## src/rtl/button_bank_if.sv

```systemverilog
// button_bank_if: groups the raw button levels, mode controls and the pulse/level outputs.
//   in           raw asynchronous button levels, 1 = pressed
//   release_mode 0 = pulse on press edge, 1 = pulse on release edge
//   repeat_en    enables hold-to-auto-repeat in press mode
//   out          one-cycle action pulse per channel
//   held         debounced level per channel
interface button_bank_if #(
    parameter int CHANNELS = 4
);
    logic [CHANNELS-1:0] in;
    logic                release_mode;
    logic                repeat_en;
    logic [CHANNELS-1:0] out;
    logic [CHANNELS-1:0] held;
    modport master (output in, release_mode, repeat_en, input out, held);
    modport slave (input in, release_mode, repeat_en, output out, held);
endinterface

```

## src/rtl/button_bank.sv

```systemverilog
// button_bank: per-channel synchroniser, debouncer, edge pulse generator and auto-repeat.
//   clock  system clock, rising edge
//   reset  synchronous active-high, clears all state
//   bus    button_bank_if slave: in/release_mode/repeat_en in, out/held out
module button_bank #(
    parameter int CHANNELS        = 4,
    parameter int DEBOUNCE_CYCLES = 16,
    parameter int REPEAT_DELAY    = 1000,
    parameter int REPEAT_RATE     = 250
) (
    input logic         clock,
    input logic         reset,
    button_bank_if.slave bus
);
    localparam int CW   = $clog2(DEBOUNCE_CYCLES + 1);
    localparam int RMAX = REPEAT_DELAY > REPEAT_RATE ? REPEAT_DELAY : REPEAT_RATE;
    localparam int RW   = $clog2(RMAX + 1);
    localparam logic [CW-1:0] CNT_LAST   = CW'(DEBOUNCE_CYCLES - 1);
    localparam logic [RW-1:0] DELAY_LAST = RW'(REPEAT_DELAY - 1);
    localparam logic [RW-1:0] RATE_LAST  = RW'(REPEAT_RATE - 1);

    typedef enum logic [1:0] {IDLE, DELAY, REPEAT} state_t;

    for (genvar c = 0; c < CHANNELS; c++) begin : g_ch
        logic          sync1, sync2, held, out;
        logic          flip, rise, fall, abort, rep_pulse;
        logic [CW-1:0] cnt;
        logic [RW-1:0] rcnt, rcnt_n;
        state_t        state, state_n;

        assign flip  = (sync2 != held) && (cnt == CNT_LAST);
        assign rise  = flip & ~held;
        assign fall  = flip & held;
        // A release, disabling repeat or switching to release mode kills any repeat in progress.
        assign abort = fall | ~bus.repeat_en | bus.release_mode;

        always_ff @(posedge clock) begin
            if (reset) begin
                sync1 <= 1'b0;
                sync2 <= 1'b0;
                cnt   <= '0;
                held  <= 1'b0;
                out   <= 1'b0;
            end else begin
                sync1 <= bus.in[c];
                sync2 <= sync1;
                cnt   <= (flip || sync2 == held) ? '0 : cnt + 1'b1;
                held  <= held ^ flip;
                out   <= (bus.release_mode ? fall : rise) | rep_pulse;
            end
        end

        always_ff @(posedge clock) begin
            if (reset) begin
                state <= IDLE;
                rcnt  <= '0;
            end else begin
                state <= state_n;
                rcnt  <= rcnt_n;
            end
        end

        // Only a press edge seen in press mode with repeat enabled arms the repeat timer.
        always_comb begin
            state_n = abort ? IDLE :
                      state == IDLE ? (rise ? DELAY : IDLE) :
                      (state == DELAY && rcnt == DELAY_LAST) ? REPEAT : state;
            rcnt_n  = (abort || state == IDLE || rep_pulse) ? '0 : rcnt + 1'b1;
        end

        always_comb begin
            rep_pulse = !abort && (state == DELAY  ? rcnt == DELAY_LAST :
                                   state == REPEAT && rcnt == RATE_LAST);
        end

        assign bus.out[c]  = out;
        assign bus.held[c] = held;
    end
endmodule

```

## src/flat_wrapper.sv

```systemverilog
// flat-port wrapper written by rule: the top's interface ports become plain ports
module button_bank_flat 
#(
    parameter int CHANNELS        = 4,
    parameter int DEBOUNCE_CYCLES = 16,
    parameter int REPEAT_DELAY    = 1000,
    parameter int REPEAT_RATE     = 250
)
  (clock, reset, bus_in, bus_release_mode, bus_repeat_en, bus_out, bus_held);
  button_bank_if #(.CHANNELS(CHANNELS)) bus_i ();
  input logic clock;
  input logic reset;
  input wire logic [$bits(bus_i.in)-1:0] bus_in;
  input wire logic [$bits(bus_i.release_mode)-1:0] bus_release_mode;
  input wire logic [$bits(bus_i.repeat_en)-1:0] bus_repeat_en;
  output wire logic [$bits(bus_i.out)-1:0] bus_out;
  output wire logic [$bits(bus_i.held)-1:0] bus_held;
  assign bus_i.in = bus_in;
  assign bus_i.release_mode = bus_release_mode;
  assign bus_i.repeat_en = bus_repeat_en;
  assign bus_out = bus_i.out;
  assign bus_held = bus_i.held;
  button_bank #(.CHANNELS(CHANNELS), .DEBOUNCE_CYCLES(DEBOUNCE_CYCLES), .REPEAT_DELAY(REPEAT_DELAY), .REPEAT_RATE(REPEAT_RATE)) u_core (.clock(clock), .reset(reset), .bus(bus_i));
endmodule
```

## config.mk

```make
export PLATFORM = sky130hd
export DESIGN_NAME = button_bank_flat
export DESIGN_NICKNAME = d
export VERILOG_FILES = /design/src/rtl/button_bank_if.sv /design/src/rtl/button_bank.sv /design/src/flat_wrapper.sv
export SDC_FILE = /design/constraint.sdc
export NUM_CORES = 1
export LEC_CHECK = 0
export ABC_AREA = 1
export BUFFER_PORTS_ARGS = -buffer_cell sky130_fd_sc_hd__buf_2
export CAP_MARGIN = 20
export CORE_MARGIN = 2
export CORE_UTILIZATION = 55
export CTS_CLUSTER_SIZE = 30
export DETAILED_ROUTE_END_ITERATION = 8
export PLACE_DENSITY = 0.75
export SETUP_SLACK_MARGIN = 0.02
export SLEW_MARGIN = 10
export SYNTH_ARGS = -nofsm -noshare
export SYNTH_HDL_FRONTEND = slang
export SYNTH_SLANG_ARGS = --single-unit
```

## constraint.sdc

```tcl
create_clock -name clock -period 1.4 [get_ports clock]
set_input_delay 0.07 -clock clock [delete_from_list [all_inputs] [get_ports clock]]
set_output_delay 0.07 -clock clock [all_outputs]
set_load 0.005 [all_outputs]
```

Word-level counts from Yosys, hierarchy flattened
Cells that the tools add are included.
Operators by class
  eq/ne operators: 28
  bitwise gates (word level): 29
  reduce and logical (&&, ||, !) cells: 52
  $add $sub $neg: 8
  mux-type cells: 20
Operator list (count)
  adder 10 x 1 -> 10 bit, second input constant: 4
  == test 10 bit, second input constant: 4
  == test 10 x 8 -> 1 bit, second input constant: 4
  OR reduction 2 bit: 12
  adder 5 x 1 -> 5 bit, second input constant: 4
  == test 5 x 4 -> 1 bit, second input constant: 4
  logical AND 1 bit: 16
  two-way mux 2 bit: 8
  logical OR 1 bit: 12
  two-way mux 1 bit: 12
  bitwise OR 1 bit: 12
  AND 1 bit: 8
  == test 2 x 1 -> 1 bit, second input constant: 4
  == test 2 bit, second input constant: 4
  logical NOT 2 bit: 4
  nonzero test 2 bit: 4
  inverter 1 bit: 5
  == test 1 bit: 4
  logical NOT 1 bit: 4
  != test 1 bit: 4
  XOR 1 bit: 4
Storage, ports and cells
  input bits: 8
  output and inout port bits: 8
  register bits: 84
  word-level logic and storage cells: 165

Longest topological paths before layout
Gate-level depths: netlist (run 1).
  word-level depth: 9
  depth in mapped cells: 9
  mapped depth without buffers: 9

Worst setup path before layout (run 1)
OpenSTA, ideal clock, no wires.
  path kind: reg2reg
  from: reg u_core.g_ch[3].cnt[0]
  to: reg u_core.g_ch[3].rcnt[0]
  path buffers: 0
  data arrival time: 1.326 ns
  clock period less this slack: 1.392 ns
  data required time: 1.335 ns
  cell stages (with the launch flop): 10
  setup slack: 0.008 ns
  library setup time: 0.065 ns
  cells stage by stage: dfxtp_1 ha_1 nand2_1 nor2_1 ha_1 nand2_1 nand2_4 nor2_2 nand3_4 nor2_1
Between the ends
  longest elaborated chain between the ends: 9
  elaborated cells on any way between the ends: 10
  those cells by class: 1 x eq/ne; 3 x bitwise; 6 x reduce/logical
Ends and longest elaborated chain
  from (decl): RTL line button_bank.sv:27  | logic [CW-1:0] cnt;
  from (signal assigned): RTL line button_bank.sv:47  | cnt <= (flip || sync2 == held) ? '0 : cnt + 1'b1;
  == test 5 x 4 -> 1 bit (*): RTL line button_bank.sv:31  | assign flip = (sync2 != held) && (cnt == CNT_LAST);
  logical AND 1 bit (*): RTL line button_bank.sv:31
  AND 1 bit (*): RTL line button_bank.sv:33  | assign fall = flip & held;
  bitwise OR 1 bit (*) (2 in series): RTL line button_bank.sv:35  | assign abort = fall | ~bus.repeat_en | bus.release_mode;
  logical NOT 1 bit: RTL line button_bank.sv:72  | rep_pulse = !abort && (state == DELAY ? rcnt == DELAY_LAST :
  logical AND 1 bit: RTL line button_bank.sv:72
  logical OR 1 bit (*): RTL line button_bank.sv:68  | rcnt_n = (abort || state == IDLE || rep_pulse) ? '0 : rcnt + 1'b1;
  OR reduction 2 bit (no source line) (*)
  to (signal assigned): RTL line button_bank.sv:59  | rcnt <= rcnt_n;
  to (decl): RTL line button_bank.sv:28  | logic [RW-1:0] rcnt, rcnt_n;
Mark *: on every way between the ends. The rest lies on a longest branch, timed or not.
A chain may end at the register's enable or synchronous reset.

Worst setup path after layout (run 1)
  from: reg u_core.g_ch[1].cnt[0]
  to: reg u_core.g_ch[1].rcnt[5]
Between the ends
  longest elaborated chain between the ends: 9
  elaborated cells on any way between the ends: 10
  those cells by class: 1 x eq/ne; 3 x bitwise; 6 x reduce/logical
Ends and longest elaborated chain (RTL line)
  from (decl): button_bank.sv:27
  from (signal assigned): button_bank.sv:47
  == test 5 x 4 -> 1 bit (*): button_bank.sv:31
  logical AND 1 bit (*): button_bank.sv:31
  AND 1 bit (*): button_bank.sv:33
  bitwise OR 1 bit (*) (2 in series): button_bank.sv:35
  logical NOT 1 bit: button_bank.sv:72
  logical AND 1 bit: button_bank.sv:72
  logical OR 1 bit (*): button_bank.sv:68
  OR reduction 2 bit (no source line) (*)
  to (signal assigned): button_bank.sv:59
  to (decl): button_bank.sv:28
Marked as above.

==> out/metrics.csv, run 1 <==
stage,metric,value,unit
global_route,track_usage,0.2231,
logic_synthesis,synth_edf_count,0,
logic_synthesis,yosysTopAreaCellShare,0.4253,
worst_setup_path,cp_max_fo,5,
timing,slew_headroom,0.7460,
logic_synthesis,synth_top_family_by_area,simple AND/OR/NAND/NOR gates,
timing,setup-violations-final,9,
timing,final_hold_viol_count,0,
worst_setup_path,cpPeakStageDelay,0.35,ns
logic_synthesis,synth.yosys.warnings,0,
clock_network,h-tree-depth,3,
hold_path,min_path_type,input pin to flip-flop,
logic_synthesis,synth.area.mux_share,0,
worst_setup_path,cp_data_required_time,1.69,ns
global_route,grt_overflow_total,0,
worst_setup_path,cpMaxStageDelayCell,dfxtp_2,
worst_setup_path,path_common_cell,nand2_2,
logic_synthesis,yosysTopAreaCell,dfxtp_1,
floorplanning,core_area,6869,sq um
global_route,grt_max_degree,15,
final_layout,multiInputGateArea,2293,sq um
floorplanning,fp.dieW,88.79,microns
logic_synthesis,syn_nets,562,
worst_setup_path,r2r_cells,9,
global_route,grt_pass1_vias,3258,
timing,setup_slack,-0.05028,ns
run_status,status,"complete, but fails checks",
final_layout,area_growth,25.76,%
pwr,swShare,0.2352,
final_layout,nFillCells,509,
detailed_routing,vias,3464,
logic_synthesis,synth.area.top_cells,"dfxtp_1 (43%), nand2_1 (11%), nor2_1 (10%), inv_1 (7.7%), ha_1 (5.1%)",
global_route,grt_pass1_wl,13760,microns
placement,dpl-instance-area,4177,sq um
pwr,switchingPower,0.0009535,W
placement,hpwl,4998,microns
floorplanning,die_height,88.79,microns
worst_setup_path,critPathLaunchType,flip-flop,
logic_synthesis,synthArstFlopShare,0,
final_layout,final_area,4972,sq um
timing,drv_slew,0,
worst_setup_path,worstSetupPathDepth,9,
detailed_routing,wl,8434,microns
timing,worst_pin_slew,0.3806,ns
clock_network,cts-buffers-inserted,9,
logic_synthesis,synth-seq-cells,84,
logic_synthesis,yosysMostFrequentCell,nand2_1,
timing,max_freq,689.5,MHz
floorplanning,io-pin-count,16,
final_layout,nets,619,
timing,rsz0062_at_grt,yes,
worst_setup_path,startpoint,u_core.g_ch[1].cnt[0],
global_route,antenna_found_initial,0,
worst_setup_path,r2r_setup_slack,-0.05,ns
worst_setup_path,crit_path_end,u_core.g_ch[1].rcnt[5],
worst_setup_path,cp.arrival,1.74,ns
logic_synthesis,synthSimpleGateAreaFrac,0.3443,
logic_synthesis,synthDistinctLibCells,25,
worst_setup_path,path_cells,ha_4 > nand2_2 > nor2_2 > ha_2 > nand2_2 > nand2_4 > nor2_4 > nand3_4 > nor2_1,
clock_network,clock-root-buffer,clkbuf_8,
detailed_routing,dr.pass1.iters,5,
pwr,seqPwrFrac,0.597,
clock_network,clock_path_buffers,2,
job,cap_violations,0,
worst_setup_path,r2r-start,u_core.g_ch[1].cnt[0],
final_layout,antenna_cells,0,
clock_network,cts_tree,done,
detailed_routing,drt_iter0_drc,120,
clock_network,clk_latency,0.36,ns
hold_path,hp-start,reset,
run_status,failed_checks,setup timing,
pwr,power.clock.fraction,0.373,
final_layout,register_area,1698,sq um
detailed_routing,drc_errors,0,
timing,finalCritPeriodShare,1.036,
floorplanning,rows,30,
placement,place_ws,-0.1212,ns
pwr,power.density,815.3,nW/um^2
pwr,total_power,0.004054,W
pwr,p_leak,1.892,nW
detailed_routing,viasPerCell,4.977,
logic_synthesis,ys_seq_area_frac,0.4253,
timing,finalCriticalPeriod,1.450,ns
timing,setup-tns-final,-0.1879,ns
worst_setup_path,critPathTopFamily,simple AND/OR/NAND/NOR gates,
worst_setup_path,r2r_end,u_core.g_ch[1].rcnt[5],
logic_synthesis,synth_commonest_cells,"nand2_1 (119), nor2_1 (106), dfxtp_1 (84), inv_1 (81), nand3_1 (37)",
detailed_routing,routedWlPerCell,12.12,microns
worst_setup_path,critical_path_buf_inv_count,0,
logic_synthesis,synth_area,3954,sq um
pwr,comb_power_share,0.030,
logic_synthesis,synth_ff_type,dfxtp_1,
logic_synthesis,synth_fa_ha_area_frac,0.05063,
pwr,ir_drop,0.0005376,V
placement,port_buffers,15,
detailed_routing,ant_nets,0,
floorplanning,die_area,7883,sq um
logic_synthesis,syn_avg_cell_area,7.349,sq um
placement,place.gp.congestion,0.8349,
clock_network,clkSinkCount,84,
final_layout,drive_above_1_share,0.2683,
pwr,internal_power,0.003100,W
logic_synthesis,synth_compound_area_frac,0.02911,
floorplanning,start_util,0.5756,
clock_network,clk_pin_slew_worst_paths,0.08,ns
worst_setup_path,cp-end-kind,flip-flop,
logic_synthesis,synthCells,538,
timing,clock_skew,0.007869,ns
logic_synthesis,synth-xor-area-share,0.05316,
worst_setup_path,worst-setup-path-type,flip-flop to flip-flop,
==> worst min path at each step <==
| stage | to | slack [ns] | depth (start not counted) |
|---|---|---|---|
| after global placement | u_core.g_ch[3].sync1 | 0.27 | 3 |
| after detailed placement | u_core.g_ch[0].sync1 | 0.28 | 3 |
| after CTS | u_core.g_ch[0].sync1 | 0.06 | 2 |
| final | u_core.g_ch[2].sync2 | 0.08 | 2 |
| after global routing | u_core.g_ch[0].sync1 | 0.09 | 2 |
| after floorplan | flip-flop | 0.14 | 1 |
==> layout by cell type (no fill, tap or decap), types with 12 or more instances in the layout <==
| cell type | synthesis | routed |
|---|---|---|
| a21oi_1 | 16 | 13 |
| buf_2 | 0 | 15 |
| buf_4 | 8 | 28 |
| dfxtp_1 | 84 | 71 |
| dfxtp_2 | 0 | 13 |
| inv_1 | 81 | 79 |
| nand2_1 | 119 | 110 |
| nand3_1 | 37 | 25 |
| nand3_2 | 0 | 12 |
| nand4_1 | 14 | 14 |
| nor2_1 | 106 | 83 |
| nor2_2 | 3 | 19 |
| xor2_1 | 15 | 15 |
==> worst register-to-register path: stages (launching register included) <==
cell and delay [ns]:
dfxtp_2 0.35, ha_4 0.17, nand2_2 0.07, nor2_2 0.04, ha_2 0.20, nand2_2 0.09, nand2_4 0.07, nor2_4 0.16
nand3_4 0.13, nor2_1 0.13
==> power by group through the flow <==
| stage | clock [W] | combinational, W | sequential, W |
|---|---|---|---|
| floorplan | 0 | 0.0000618 | 0.00247 |
| CTS | 0.00155 | 0.000110 | 0.00242 |
| detailed placement | 0 | 0.0000909 | 0.00247 |
| finish | 0.00151 | 0.000121 | 0.00242 |
| global route | 0.00166 | 0.000134 | 0.00242 |
| global placement | 0 | 0.0000890 | 0.00247 |
==> logic make-up (layout without fill, tap and decap cells) <==
family                   count (synthesis)  in the layout
AND/OR/NAND/NOR                        301            305
buffers and inverters                   92            150
flip-flops                              84             84
XOR/XNOR                                24             24
AO/OA/AOI/OAI                           21             21
adder cells (fa/ha/maj)                 16             16
==> per-layer routing <==
| metal | vias up | global-route usage | share of wire |
|---|---|---|---|
| li1 | 1789 | - | - |
| met1 | 1582 | 0.2678 | 0.42 |
| met2 | 69 | 0.3799 | 0.51 |
| met3 | 24 | 0.04104 | 0.039 |
| met4 | 0 | 0.1143 | 0.028 |
| met5 | - | 0 | 0 |
==> through the flow <==
| step | hold slack [ns] | instances | util |
|---|---|---|---|
| after floorplan | 0.1391 | 538 | - |
| after global placement | 0.2706 | 652 | 0.6080 |
| after detailed placement | 0.2785 | 652 | 0.6080 |
| after CTS | 0.06408 | 690 | 0.6869 |
| after global routing | 0.08727 | 696 | 0.7239 |
| final | 0.08211 | 696 | 0.7239 |
==> layout make-up <==
class	instances	share of cell area
sequential	84	0.3415
tap	96	0.02416
inverter	82	0.06241
multi-input combinational	366	0.4612
clock buffer	10	0.02567
timing repair buffer	52	0.07675
clock inverter	6	0.008304
==> registers in the layout (all words and copies together) (netlist names), named ones only <==
| register | count |
|---|---|
| u_core.g_ch.rcnt | 40 |
| u_core.g_ch.cnt | 20 |
| u_core.g_ch.state | 8 |
| u_core.g_ch.out | 4 |
| u_core.g_ch.sync1 | 4 |
| u_core.g_ch.sync2 | 4 |
==> what timing repair did <==
item	4_1_cts	5_1_grt
endpoints found under the hold margin	4	0
gates resized for setup	48	58
buffers inserted	14	7
endpoints found under the setup margin	49	67
pin swaps	31	26
cloned	4	0
hold buffers	4	0
Note: power is estimated with default switching activity, not from simulation.
==> run 2, diff against run 1 <==
clock period = 1.3 ns   (was 1.4 ns; I/O delays follow)
==> out/metrics.csv, run 2 (same netlist as run 1, synthesis figures left out) <==
stage,metric,value,unit,change
run_status,status,"complete, but fails checks",,
run_status,failed_checks,setup timing,,
timing,final_hold_viol_count,0,,unchanged
placement,place.gp.congestion,0.7987,,-4.3%
job,cap_violations,0,,unchanged
pwr,ir_drop,0.0005466,V,+1.7%
worst_setup_path,cpPeakStageDelay,0.34,ns,about the same
detailed_routing,wl,8384,microns,-0.59%
worst_setup_path,path_common_cell,nand2_4,,
clock_network,cts-buffers-inserted,9,,unchanged
timing,setup-violations-final,43,,+34
global_route,grt_max_degree,16,,+1
clock_network,clk_latency,0.36,ns,about the same
floorplanning,start_util,0.5756,,unchanged
worst_setup_path,critPathLaunchType,flip-flop,,
floorplanning,fp.dieW,88.79,microns,unchanged
worst_setup_path,path_cells,ha_4 > nand2_4 > nor2_4 > ha_4 > nand2_4 > nand2_4 > nor2_4 > nand3_4 > nor2_1,,
timing,finalCriticalPeriod,1.413,ns,-0.03730 ns
worst_setup_path,cp_max_fo,5,,unchanged
final_layout,nFillCells,517,,+1.6%
detailed_routing,drt_iter0_drc,137,,+14%
floorplanning,rows,30,,unchanged
timing,clock_skew,0.01169,ns,+0.003822 ns
clock_network,clkSinkCount,84,,unchanged
worst_setup_path,cp_data_required_time,1.59,ns,-0.10 ns
global_route,grt_overflow_total,0,,unchanged
detailed_routing,ant_nets,0,,unchanged
placement,hpwl,5230,microns,+4.6%
pwr,power.density,904.9,nW/um^2,+11%
final_layout,reg.largest.list,"u_core.g_ch.rcnt: 40 flops, u_core.g_ch.cnt: 20 flops, u_core.g_ch.state: 8 flops",,
clock_network,clock_path_buffers,2,,unchanged
timing,finalCritPeriodShare,1.087,,+0.05099
final_layout,postLayoutCoreUtil,0.7408,,+0.01694
clock_network,clock-root-buffer,clkbuf_8,,
timing,drv_slew,0,,unchanged
hold_path,min_path_type,input pin to flip-flop,,
detailed_routing,drc_errors,0,,unchanged
worst_setup_path,cp.arrival,1.70,ns,-0.04 ns
final_layout,nets,621,,+0.32%
pwr,total_power,0.004605,W,+14%
global_route,grt_pass1_vias,3214,,-1.4%
final_layout,largest_reg_flops,40,,unchanged
placement,port_buffers,15,,unchanged
detailed_routing,routedWlPerCell,12.01,microns,-0.88%
timing,setup-tns-final,-3.482,ns,-3.294 ns
floorplanning,die_height,88.79,microns,unchanged
floorplanning,io-pin-count,16,,unchanged
timing,setup_slack,-0.1130,ns,-0.06270 ns
timing,rsz0062_at_grt,yes,,
worst_setup_path,worst-setup-path-type,flip-flop to flip-flop,,
detailed_routing,viasPerCell,4.966,,-0.23%
worst_setup_path,cp-end-kind,flip-flop,,
timing,slew_headroom,0.6198,,-0.1262
final_layout,drive_above_1_share,0.2824,,+0.01406
timing,timing.hold.ws,0.01350,ns,-0.06860 ns
global_route,antenna_found_initial,0,,unchanged
final_layout,most-common-layout-cells,"nand2_1 (108), nor2_1 (87), inv_1 (75)",,
final_layout,area_growth,28.70,%,
detailed_routing,dr.pass1.iters,4,,-1
global_route,grt_pass1_wl,12750,microns,-7.3%
global_route,track_usage,0.2060,,-0.01705
timing,max_freq,707.7,MHz,+2.6%
clock_network,h-tree-depth,3,,unchanged
timing,worst_pin_slew,0.5697,ns,+0.1891 ns
clock_network,cts_tree,done,,
clock_network,clk_pin_slew_worst_paths,0.09,ns,about the same
final_layout,top_register,u_core.g_ch.rcnt,,
final_layout,antenna_cells,0,,unchanged
pwr,p_leak,1.932,nW,+2.1%
final_layout,layout_commonest_cell,nand2_1,,
worst_setup_path,cpMaxStageDelayCell,dfxtp_2,,
floorplanning,die_area,7883,sq um,unchanged
placement,place_ws,-0.08755,ns,+0.03362 ns
floorplanning,core_area,6869,sq um,unchanged
worst_setup_path,r2r_setup_slack,-0.11,ns,-0.06 ns
detailed_routing,vias,3466,,+0.058%
==> run 2: timing repair <==
item,in CTS,in global routing
endpoints found under the setup margin,71,68
hold buffers,4,0
pin swaps,23,33
setup buffers,2,4
resized for setup,20,73
gates cloned,3,1
hold endpoints to repair,4,0
==> run 2: layout make-up <==
cell class	count	area, sq um	share of cell area
multi-input cells	366	2354	0.4625
flip-flops and latches	84	1702	0.3344
repair buffers	54	396.6	0.07794
inverters	82	315.3	0.06196
clock buffers	9	123.9	0.02434
well taps	96	120.1	0.02360
clock inverters	7	77.57	0.01524
==> run 2: where the power goes <==
group          switching (W)  total [W]  internal (W)
combinational      0.0000755   0.000133     0.0000571
sequential         0.0000141    0.00260       0.00259
clock               0.000977    0.00187      0.000892
total                0.00107    0.00460       0.00354
==> run 2: path summary, 6_finish.rpt <==
kind                    startpoint                      to  cells after the start
min                          reset               flip-flop                      2
max          u_core.g_ch[3].cnt[0]  u_core.g_ch[3].rcnt[2]                      9
min reg2reg   u_core.g_ch[0].sync1    u_core.g_ch[0].sync2                      2
max reg2reg  u_core.g_ch[3].cnt[0]  u_core.g_ch[3].rcnt[2]                      9
==> run 2: per-stage QoR <==
| stage | instance area [sq um] | std cells |
|---|---|---|
| floorplan | 4058 | 538 |
| global placement | 4403 | 669 |
| global route | 5089 | 698 |
| detailed placement | 4403 | 669 |
| CTS | 4775 | 694 |
| finish | 5089 | 698 |
==> run 2: critical path: cells and delay by family (launching register included) <==
| kind | cells | cell delay, ns |
|---|---|---|
| adder cells (fa/ha/maj) | 2 | 0.35 |
| flip-flops | 1 | 0.34 |
| AND/OR/NAND/NOR | 7 | 0.65 |
==> run 2: routing by layer <==
metal / GRT usage / routed length [microns] / vias up
li1: - / - / 1792
met1: 0.2198 / 3449 / 1598
met2: 0.3826 / 4516 / 61
met3: 0.03451 / 253 / 15
met4: 0.1116 / 164 / 0
met5: 0 / 0 / -
